==> src/rtl/aclk_time_counter_pkg.sv <==
// +-----------------------------------------------------------------------+
// | aclk_time_counter_pkg : BCD digit widths and wrap constants            |
// | Rev 1.0                                                                |
// +-----------------------------------------------------------------------+
`default_nettype none

package aclk_time_counter_pkg;

    localparam int MS_HR_W  = 2;
    localparam int LS_HR_W  = 4;
    localparam int MS_MIN_W = 3;
    localparam int LS_MIN_W = 4;

    localparam int HOUR_MAX_DEF = 23;
    localparam int MIN_MAX_DEF  = 59;

    // Rollover points: units digits, minute tens, and the 2x:3 hour boundary.
    localparam int UNITS_WRAP  = 9;
    localparam int MS_MIN_WRAP = 5;
    localparam int MS_HR_WRAP  = 2;
    localparam int LS_HR_WRAP  = 3;

    function automatic logic bcd_ok(input logic [3:0] d);
        return d <= 4'(UNITS_WRAP);
    endfunction

endpackage

`default_nettype wire

==> src/rtl/aclk_time_counter_if.sv <==
// +-----------------------------------------------------------------------+
// | aclk_time_counter_if : advance/load strobes and current-time bus       |
// | Rev 1.0                                                                |
// +-----------------------------------------------------------------------+
`default_nettype none

interface aclk_time_counter_if;
    import aclk_time_counter_pkg::*;

    logic                  one_minute;
    logic                  load_new_c;
    logic [MS_HR_W-1:0]    new_ms_hr;
    logic [LS_HR_W-1:0]    new_ls_hr;
    logic [MS_MIN_W-1:0]   new_ms_min;
    logic [LS_MIN_W-1:0]   new_ls_min;
    logic [MS_HR_W-1:0]    cur_ms_hr;
    logic [LS_HR_W-1:0]    cur_ls_hr;
    logic [MS_MIN_W-1:0]   cur_ms_min;
    logic [LS_MIN_W-1:0]   cur_ls_min;
    logic                  day_tick;
    logic                  load_err;

    modport master (
        output one_minute, load_new_c, new_ms_hr, new_ls_hr, new_ms_min, new_ls_min,
        input  cur_ms_hr, cur_ls_hr, cur_ms_min, cur_ls_min, day_tick, load_err
    );

    modport slave (
        input  one_minute, load_new_c, new_ms_hr, new_ls_hr, new_ms_min, new_ls_min,
        output cur_ms_hr, cur_ls_hr, cur_ms_min, cur_ls_min, day_tick, load_err
    );

endinterface

`default_nettype wire

==> src/rtl/aclk_bcd_digit.sv <==
// +-----------------------------------------------------------------------+
// | aclk_bcd_digit : single loadable digit counter with wrap and carry     |
// | Rev 1.0                                                                |
// +-----------------------------------------------------------------------+
`default_nettype none

module aclk_bcd_digit #(
    parameter int WIDTH = 4
) (
    input  wire logic             clk,
    input  wire logic             reset_n,
    input  wire logic             inc,
    input  wire logic             load,
    input  wire logic [WIDTH-1:0] load_val,
    input  wire logic [WIDTH-1:0] wrap_at,
    output logic      [WIDTH-1:0] value,
    output logic                  carry
);

    // >= rather than == so a digit can never run past its wrap point.
    assign carry = inc && (value >= wrap_at);

    always_ff @(posedge clk or negedge reset_n) begin
        if (!reset_n) begin
            value <= '0;
        end else if (load) begin
            value <= load_val;
        end else if (inc) begin
            value <= carry ? '0 : value + 1'b1;
        end
    end

endmodule

`default_nettype wire

==> src/rtl/aclk_time_counter.sv <==
// +-----------------------------------------------------------------------+
// | aclk_time_counter : HH:MM BCD time of day, advanced by one_minute      |
// | Rev 1.0                                                                |
// +-----------------------------------------------------------------------+
`default_nettype none

module aclk_time_counter
    import aclk_time_counter_pkg::*;
#(
    parameter int HOUR_MAX = HOUR_MAX_DEF,
    parameter int MIN_MAX  = MIN_MAX_DEF
) (
    input  wire logic          clk,
    input  wire logic          reset_n,
    aclk_time_counter_if.slave bus
);

    localparam logic [MS_HR_W-1:0]  MS_HR_TOP  = MS_HR_W'(HOUR_MAX / 10);
    localparam logic [LS_HR_W-1:0]  LS_HR_TOP  = LS_HR_W'(HOUR_MAX % 10);
    localparam logic [MS_MIN_W-1:0] MS_MIN_TOP = MS_MIN_W'(MIN_MAX / 10);
    localparam logic [LS_MIN_W-1:0] LS_MIN_TOP = LS_MIN_W'(MIN_MAX % 10);
    localparam logic [LS_HR_W-1:0]  UNITS_TOP  = LS_HR_W'(UNITS_WRAP);

    logic                load_ok;
    logic                load_dig;
    logic                advance;
    logic [LS_MIN_W-1:0] wrap_ls_min;
    logic [LS_HR_W-1:0]  wrap_ls_hr;
    logic                carry_ls_min;
    logic                carry_ms_min;
    logic                carry_ls_hr;
    logic                carry_ms_hr;

    always_comb begin
        load_ok = bcd_ok(bus.new_ls_hr) && bcd_ok(bus.new_ls_min)
               && ((int'(bus.new_ms_hr) * 10 + int'(bus.new_ls_hr)) <= HOUR_MAX)
               && ((int'(bus.new_ms_min) * 10 + int'(bus.new_ls_min)) <= MIN_MAX);
    end

    // A load, valid or not, swallows any coincident advance.
    assign load_dig = bus.load_new_c && load_ok;
    assign advance  = bus.one_minute && !bus.load_new_c;

    // Units digits wrap early only when their tens digit sits at the top value.
    assign wrap_ls_min = (bus.cur_ms_min == MS_MIN_TOP) ? LS_MIN_TOP : UNITS_TOP;
    assign wrap_ls_hr  = (bus.cur_ms_hr  == MS_HR_TOP)  ? LS_HR_TOP  : UNITS_TOP;

    aclk_bcd_digit #(.WIDTH(LS_MIN_W)) u_ls_min (
        .clk      (clk),
        .reset_n  (reset_n),
        .inc      (advance),
        .load     (load_dig),
        .load_val (bus.new_ls_min),
        .wrap_at  (wrap_ls_min),
        .value    (bus.cur_ls_min),
        .carry    (carry_ls_min)
    );

    aclk_bcd_digit #(.WIDTH(MS_MIN_W)) u_ms_min (
        .clk      (clk),
        .reset_n  (reset_n),
        .inc      (carry_ls_min),
        .load     (load_dig),
        .load_val (bus.new_ms_min),
        .wrap_at  (MS_MIN_TOP),
        .value    (bus.cur_ms_min),
        .carry    (carry_ms_min)
    );

    aclk_bcd_digit #(.WIDTH(LS_HR_W)) u_ls_hr (
        .clk      (clk),
        .reset_n  (reset_n),
        .inc      (carry_ms_min),
        .load     (load_dig),
        .load_val (bus.new_ls_hr),
        .wrap_at  (wrap_ls_hr),
        .value    (bus.cur_ls_hr),
        .carry    (carry_ls_hr)
    );

    aclk_bcd_digit #(.WIDTH(MS_HR_W)) u_ms_hr (
        .clk      (clk),
        .reset_n  (reset_n),
        .inc      (carry_ls_hr),
        .load     (load_dig),
        .load_val (bus.new_ms_hr),
        .wrap_at  (MS_HR_TOP),
        .value    (bus.cur_ms_hr),
        .carry    (carry_ms_hr)
    );

    always_ff @(posedge clk or negedge reset_n) begin
        if (!reset_n) begin
            bus.day_tick <= 1'b0;
            bus.load_err <= 1'b0;
        end else begin
            bus.day_tick <= carry_ms_hr;
            bus.load_err <= bus.load_new_c && !load_ok;
        end
    end

endmodule

`default_nettype wire

==> src/flat_wrapper.sv <==
// flat-port wrapper written by rule: the top's interface ports become plain ports
module aclk_time_counter_flat import aclk_time_counter_pkg::*;
#(
    parameter int HOUR_MAX = HOUR_MAX_DEF,
    parameter int MIN_MAX  = MIN_MAX_DEF
)
  (clk, reset_n, bus_one_minute, bus_load_new_c, bus_new_ms_hr, bus_new_ls_hr, bus_new_ms_min, bus_new_ls_min, bus_cur_ms_hr, bus_cur_ls_hr, bus_cur_ms_min, bus_cur_ls_min, bus_day_tick, bus_load_err);
  aclk_time_counter_if bus_i ();
  input  wire logic clk;
  input  wire logic reset_n;
  input wire logic [$bits(bus_i.one_minute)-1:0] bus_one_minute;
  input wire logic [$bits(bus_i.load_new_c)-1:0] bus_load_new_c;
  input wire logic [$bits(bus_i.new_ms_hr)-1:0] bus_new_ms_hr;
  input wire logic [$bits(bus_i.new_ls_hr)-1:0] bus_new_ls_hr;
  input wire logic [$bits(bus_i.new_ms_min)-1:0] bus_new_ms_min;
  input wire logic [$bits(bus_i.new_ls_min)-1:0] bus_new_ls_min;
  output wire logic [$bits(bus_i.cur_ms_hr)-1:0] bus_cur_ms_hr;
  output wire logic [$bits(bus_i.cur_ls_hr)-1:0] bus_cur_ls_hr;
  output wire logic [$bits(bus_i.cur_ms_min)-1:0] bus_cur_ms_min;
  output wire logic [$bits(bus_i.cur_ls_min)-1:0] bus_cur_ls_min;
  output wire logic [$bits(bus_i.day_tick)-1:0] bus_day_tick;
  output wire logic [$bits(bus_i.load_err)-1:0] bus_load_err;
  assign bus_i.one_minute = bus_one_minute;
  assign bus_i.load_new_c = bus_load_new_c;
  assign bus_i.new_ms_hr = bus_new_ms_hr;
  assign bus_i.new_ls_hr = bus_new_ls_hr;
  assign bus_i.new_ms_min = bus_new_ms_min;
  assign bus_i.new_ls_min = bus_new_ls_min;
  assign bus_cur_ms_hr = bus_i.cur_ms_hr;
  assign bus_cur_ls_hr = bus_i.cur_ls_hr;
  assign bus_cur_ms_min = bus_i.cur_ms_min;
  assign bus_cur_ls_min = bus_i.cur_ls_min;
  assign bus_day_tick = bus_i.day_tick;
  assign bus_load_err = bus_i.load_err;
  aclk_time_counter #(.HOUR_MAX(HOUR_MAX), .MIN_MAX(MIN_MAX)) u_core (.clk(clk), .reset_n(reset_n), .bus(bus_i));
endmodule
==> config.mk <==
export PLATFORM = sky130hd
export DESIGN_NAME = aclk_time_counter_flat
export DESIGN_NICKNAME = d
export VERILOG_FILES = /design/src/rtl/aclk_time_counter_pkg.sv /design/src/rtl/aclk_time_counter_if.sv /design/src/rtl/aclk_bcd_digit.sv /design/src/rtl/aclk_time_counter.sv /design/src/flat_wrapper.sv
export SDC_FILE = /design/constraint.sdc
export NUM_CORES = 1
export LEC_CHECK = 0
export ABC_AREA = 1
export CORE_MARGIN = 3
export CORE_UTILIZATION = 57
export CTS_CLUSTER_DIAMETER = 100
export DETAILED_ROUTE_END_ITERATION = 10
export PLACE_DENSITY = 0.95
export SYNTH_ARGS = -nofsm -noshare
export SYNTH_HDL_FRONTEND = slang
export SYNTH_HIERARCHICAL = 1
export SYNTH_SLANG_ARGS = --single-unit
==> constraint.sdc <==
create_clock -name clk -period 4.8 [get_ports clk]
set_input_delay 0.96 -clock clk [delete_from_list [all_inputs] [get_ports clk]]
set_output_delay 0.96 -clock clk [all_outputs]
set_load 0.01 [all_outputs]
Word level (Yosys, flattened, before mapping)
Index checks and enable logic that the tools add are counted.

Register bits after elaboration: 15. Bits of input ports: 17. Output and inout port bits: 15. Word-level logic and storage cells: 52.

Add/sub/neg operators: 6. $mul: 2. Order comparisons: 8. Eq/ne operators: 1. Mux-type cells: 13. Reductions and logical operators: 16.

Operators by type and width (number): 32-bit by 5-bit adder with 32-bit output (2); 32-bit by 6-bit less-or-equal comparator with 1-bit output (second input constant) (1); 32-bit by 7-bit less-or-equal comparator with 1-bit output (second input constant) (1); 4-bit 2-to-1 mux (7); 1-bit logical AND (10); 3-bit 2-to-1 mux (3); 4-bit by 1-bit adder with 4-bit output (second input constant) (2); 4-bit less-or-equal comparator (second input constant) (2); 2-bit nonzero test (4); 3-bit by 3-bit multiplier with 6-bit output (second input constant) (1); 2-bit 2-to-1 mux (3); 2-bit by 3-bit multiplier with 5-bit output (second input constant) (1); 4-bit >= comparator (1); 4-bit >= comparator (second input constant) (1); 3-bit by 1-bit adder with 3-bit output (second input constant) (1); 3-bit >= comparator (second input constant) (1); 2-bit by 1-bit adder with 2-bit output (second input constant) (1); 2-bit equality test (second input constant) (1); 2-bit >= comparator (second input constant) (1); 1-bit logical NOT (2).

Logic depth before layout (Yosys ltp)
Depth after elaboration: 9. Depth in mapped cells: 19. Mapped depth without buffers: 19.

By module
The synthesis kept the hierarchy.

Modules (own cells, without submodules): aclk_bcd_digit (u_core.u_ls_hr ...) (times used 2, cells an instance 52, area each 352.8 sq um); aclk_time_counter (times used 1, cells an instance 82, area each 529.3 sq um); aclk_bcd_digit (u_core.u_ms_min) (times used 1, cells an instance 36, area each 254.0 sq um); aclk_bcd_digit (u_core.u_ms_hr) (times used 1, cells an instance 31, area each 185.2 sq um).

Least setup slack after synthesis
OpenSTA, ideal clock, no wires.

Kind: input to register. Start point: input port bus_new_ms_min[0]. End point: register u_core.u_ls_hr.value[0]. Library setup time: 0.121 ns. Arrival: 3.001 ns. Path slack: 1.678 ns. Stages on the path: 12. Path buffers: 0. Cells stage by stage: ha_1 ha_1 a21oi_2 nand2_2 nand3_2 nand2_2 a21oi_2 nand2_1 nor2_2 nor2_1 a22oi_1 nand2_1.

Cells in the longest elaborated chain, start to end: 6. Elaborated cells on any way between the ends: 7.

RTL lines: start, declared (RTL line flat_wrapper.sv:15) `input wire logic [$bits(bus_i.new_ms_min)-1:0] bus_new_ms_min;`; 3-bit by 3-bit multiplier with 6-bit output (*) (RTL line aclk_time_counter.sv:37) `&& ((int'(bus.new_ms_min) * 10 + int'(bus.new_ls_min)) <= MIN_MAX);`; 32-bit by 5-bit adder with 32-bit output (*) (RTL line aclk_time_counter.sv:37); 32-bit by 7-bit less-or-equal comparator with 1-bit output (*) (RTL line aclk_time_counter.sv:37); 1-bit logical AND (*) (RTL line aclk_time_counter.sv:37); 1-bit logical AND (*) (RTL line aclk_time_counter.sv:41) `assign load_dig = bus.load_new_c && load_ok;`; net u_core.load_dig (RTL line aclk_time_counter.sv:25) `logic load_dig;`; 4-bit 2-to-1 mux or 2-bit nonzero test (tied branches); end signal, assigned (RTL line aclk_bcd_digit.sv:27) `value <= load_val;`; end signal, assigned (RTL line aclk_bcd_digit.sv:29) `value <= carry ? '0 : value + 1'b1;`; end, declared (RTL line aclk_bcd_digit.sv:16) `output logic [WIDTH-1:0] value,`.

The timed path passes the listed nets; every way through them passes the cells marked *. A chain may end at the register's enable or synchronous reset.

Worst setup path after layout
Start point: input port bus_new_ms_min[0]. End point: register u_core.u_ls_min.value[0].

Cells in the longest elaborated chain, start to end: 6. Elaborated cells on any way between the ends: 7.

RTL lines (RTL line): 3-bit by 3-bit multiplier with 6-bit output (*) (aclk_time_counter.sv:37); 32-bit by 5-bit adder with 32-bit output (*) (aclk_time_counter.sv:37); 32-bit by 7-bit less-or-equal comparator with 1-bit output (*) (aclk_time_counter.sv:37); 1-bit logical AND (*) (aclk_time_counter.sv:37); 1-bit logical AND (*) (aclk_time_counter.sv:41); net u_core.load_dig (aclk_time_counter.sv:25); 4-bit 2-to-1 mux or 2-bit nonzero test (tied branches); end signal, assigned (aclk_bcd_digit.sv:27); end signal, assigned (aclk_bcd_digit.sv:29); end, declared (aclk_bcd_digit.sv:16).

Marked as above.

==> impl_results.md <==
* Post-CTS sizing at 0
* Post-CTS Setup Inserts at 0
* Sequential area share after synthesis at between 20 and 25%
* Hold Path Stages at 2
* Final hold slack at approximately 0.60 ns
* Fmax at about 280 MHz
* Area delta synth->final at 25.0%
* Hold Startpoint: u_core/u_ms_min/value[0]
* CP required at between 4 and 5 ns
* DP Wirelength at 3060 um
* # rows at 19
* Root Driver: clkbuf_4
* Largest net degree at the start of global routing at 16
* Hold buffers post-CTS at 0
* CTS buffer count at 3
* Worst slew pin tran at ~0.68 ns
* WP data arrival at 3.74 ns
* Via Count at about 1700
* Commonest cells after routing, fill and taps aside: 71 x nand2_1, 49 x inv_1, 31 x clkdlybuf4s50_1
* # DRC at 0
* Gpl congestion at approximately 0.89
* Final hold violations at 0
* DIE WIDTH at around 60 um
* Critical-path top delay cell: clkdlybuf4s50_1
* Warnings from Yosys at 6
* Critical path startpoint category: input pin
* Total wire length at around 3800 um
* CP max FO at 11
* Power per Cell Area at 404 nW/um2
* R2R depth at 16
* Setup Crit Path Kind: input pin to flop
* Final core utilization at 75.2%
* Slew margin rel. at between 50% and 60%
* R2R Path Start: u_core/u_ls_min/value[0]
* Vias/cell at approximately 5.1
* Flops & latches, synth at 15
* TritonRoute pass-1 iters at 4
* Layout cell share with drive strength beyond 1 at under 10%
* Die ar. at 3620 um2
* Clk pin slew, worst setup/hold paths at about 0.10 ns
* Most common cell after layout, fill and taps aside: nand2_1
* Total power at between 0.8 and 0.9 mW
* Cell variety after synth at 23
* Outcome: completed
* Global Route Usage Sum at around 22%
* Max-cap violations at 0
* Final Net Count at between 300 and 400
* Routing usage on met1 at around a quarter
* Largest stage delay, worst path at about 0.47 ns
* Setup slack, reg-to-reg at about 2.6 ns
* First-pass GRT wire length at 6130 um
* CTS H-tree depth at 1
* Die H at about 60 um
* Worst skew pair latency at between 0.2 and 0.3 ns
* Placed insts at around 330
* Core area at 2780 um2
* Antenna Violating Nets Remaining at 0
* Met3 Use GR at about 4.5%
* VDD IR-drop max at between 0.0003 and 0.0004 V
* Hold Path End: u_core/u_ms_min/value[0]
* WP buf/inv at 2
* Fin crit period at around 3.6 ns
* Max Slew Vio Count at 0
* Met2 usage at about two fifths
* Syn avg cell area at roughly 6.6 um2
* Wire length per cell at 11.4 um
* Number of global-route vias before repair at around 1500
* Clk buf depth at 2
* Boundary Pins at 32
* Total congestion overflow at 0
* Clock sinks at 15
* Port buffer count at 31
* Initial antenna violation count at 0
* Delay-heaviest family, CP: simple AND/OR/NAND/NOR gates
* Finished Layout Cells at 329
* Leakage at approximately 1.2 nW
* Final period utilization at between 70% and 80%
* Busiest grt layer: met2
* Max Clock Skew at around 0.0032 ns
* Final setup viols at 0
* Worst path cell trace: clkdlybuf4s50_1 > ha_1 > ha_1 > a21oi_2 > nand2_2 > nand3_2 > nand2_2 > a21oi_2 > nand2_1 > nor2_2 > buf_4 > nor2_1 > a22oi_1 > nand2_1
* RSZ-0062 raised after global routing: no
* Hold crit path type: flop to flop
* Initial Utilization at around three fifths
* Crit. End Element: flop
* CTS tree: done
* RR Endpoint: u_core/u_ms_hr/value[1]
* Cells after Synth at between 200 and 300
* Drt first-iter violations at 70
* Ant. Diodes at 0
* Post-Synthesis Cell Area at approximately 1700 um2
* Setup TNS at 0 ns
## layer usage
metal	vias up	part of all wire, %
li1	873	-
met1	761	43
met2	52	52
met3	0	5.2
met4	0	0
met5	-	0
## sequential cells by signal (all words and copies together), names as in the netlist
signal / count
u_core/bus.load_err: 1
u_core/u_ms_hr/value: 2
u_core/u_ls_hr/value: 4
u_core/u_ls_min/value: 4
u_core/bus.day_tick: 1
u_core/u_ms_min/value: 3
## worst max path at each step
stage                           start                       end  cells after the start
CTS                 bus_new_ms_min[0]  u_core/u_ls_min/value[0]                     14
global route        bus_new_ms_min[0]  u_core/u_ls_min/value[0]                     15
floorplan           bus_new_ms_min[0]   u_core/u_ls_hr/value[0]                     12
detailed placement  bus_new_ms_min[0]  u_core/u_ls_min/value[0]                     14
global placement    bus_new_ms_min[2]  u_core/u_ls_min/value[3]                     14
finish              bus_new_ms_min[0]  u_core/u_ls_min/value[0]                     14
## metrics by stage
step | setup WS [ns] | instance area [um2]
3_3_place_gp | 1.09 | 2060
5_1_grt | 1.04 | 2090
6_report | 1.24 | 2090
2_1_floorplan | 1.68 | 1710
3_5_place_dp | 0.946 | 2060
4_1_cts | 1.24 | 2090
## kinds of logic after synthesis
family                   after synthesis  share of synthesized area [%]
flip-flops                            15                           22.4
AO/OA/AOI/OAI                         23                           8.97
other                                  2                          0.449
buffers and inverters                 51                           11.4
AND/OR/NAND/NOR                      131                           33.6
adder cells (fa/ha/maj)               27                           21.1
XOR/XNOR                               4                           2.09
## where the power goes
group,switching (mW),internal [mW]
clock network,0.0456,0.0309
registers,0.0767,0.177
logic,0.262,0.252
total,0.385,0.460
## worst register-to-register path, delay by kind of cell (launching register included)
kind | cells | cell delay (ns)
AND/OR/NAND/NOR | 11 | 0.95
buffers and inverters | 4 | 0.47
adder cells (fa/ha/maj) | 1 | 0.28
flip-flops | 1 | 0.47
## area by class of cell
cell class,count,area [um2]
flip-flops and latches,15,375
inverters,51,191
well taps,31,38.8
clock inverters,1,5.00
multi-input cells,196,1140
fillers,224,689
clock buffers,3,22.5
repair buffers,32,318
## synth_stat cells
| cell | instances | area [um2] |
|---|---|---|
| a21boi_1 | 1 | 7.51 |
| a21oi_1 | 7 | 35.0 |
| a21oi_2 | 2 | 17.5 |
| a22oi_1 | 10 | 75.1 |
| and2_0 | 1 | 6.26 |
| clkinv_1 | 1 | 3.75 |
| conb_1 | 2 | 7.51 |
| dfrtp_1 | 15 | 375 |
| fa_1 | 2 | 40.0 |
| ha_1 | 25 | 313 |
| inv_1 | 49 | 184 |
| inv_2 | 1 | 3.75 |
| nand2_1 | 71 | 267 |
| nand2_2 | 3 | 18.8 |
| nand3_1 | 18 | 90.1 |
| nand3_2 | 3 | 30.0 |
| nand3b_1 | 1 | 7.51 |
| nand4_1 | 2 | 12.5 |
| nor2_1 | 28 | 105 |
| nor2_2 | 3 | 18.8 |
| o21ai_0 | 3 | 15.0 |
| or2_0 | 1 | 6.26 |
| xnor2_1 | 4 | 35.0 |
No activity file was read; power rests on OpenSTA's default activity.
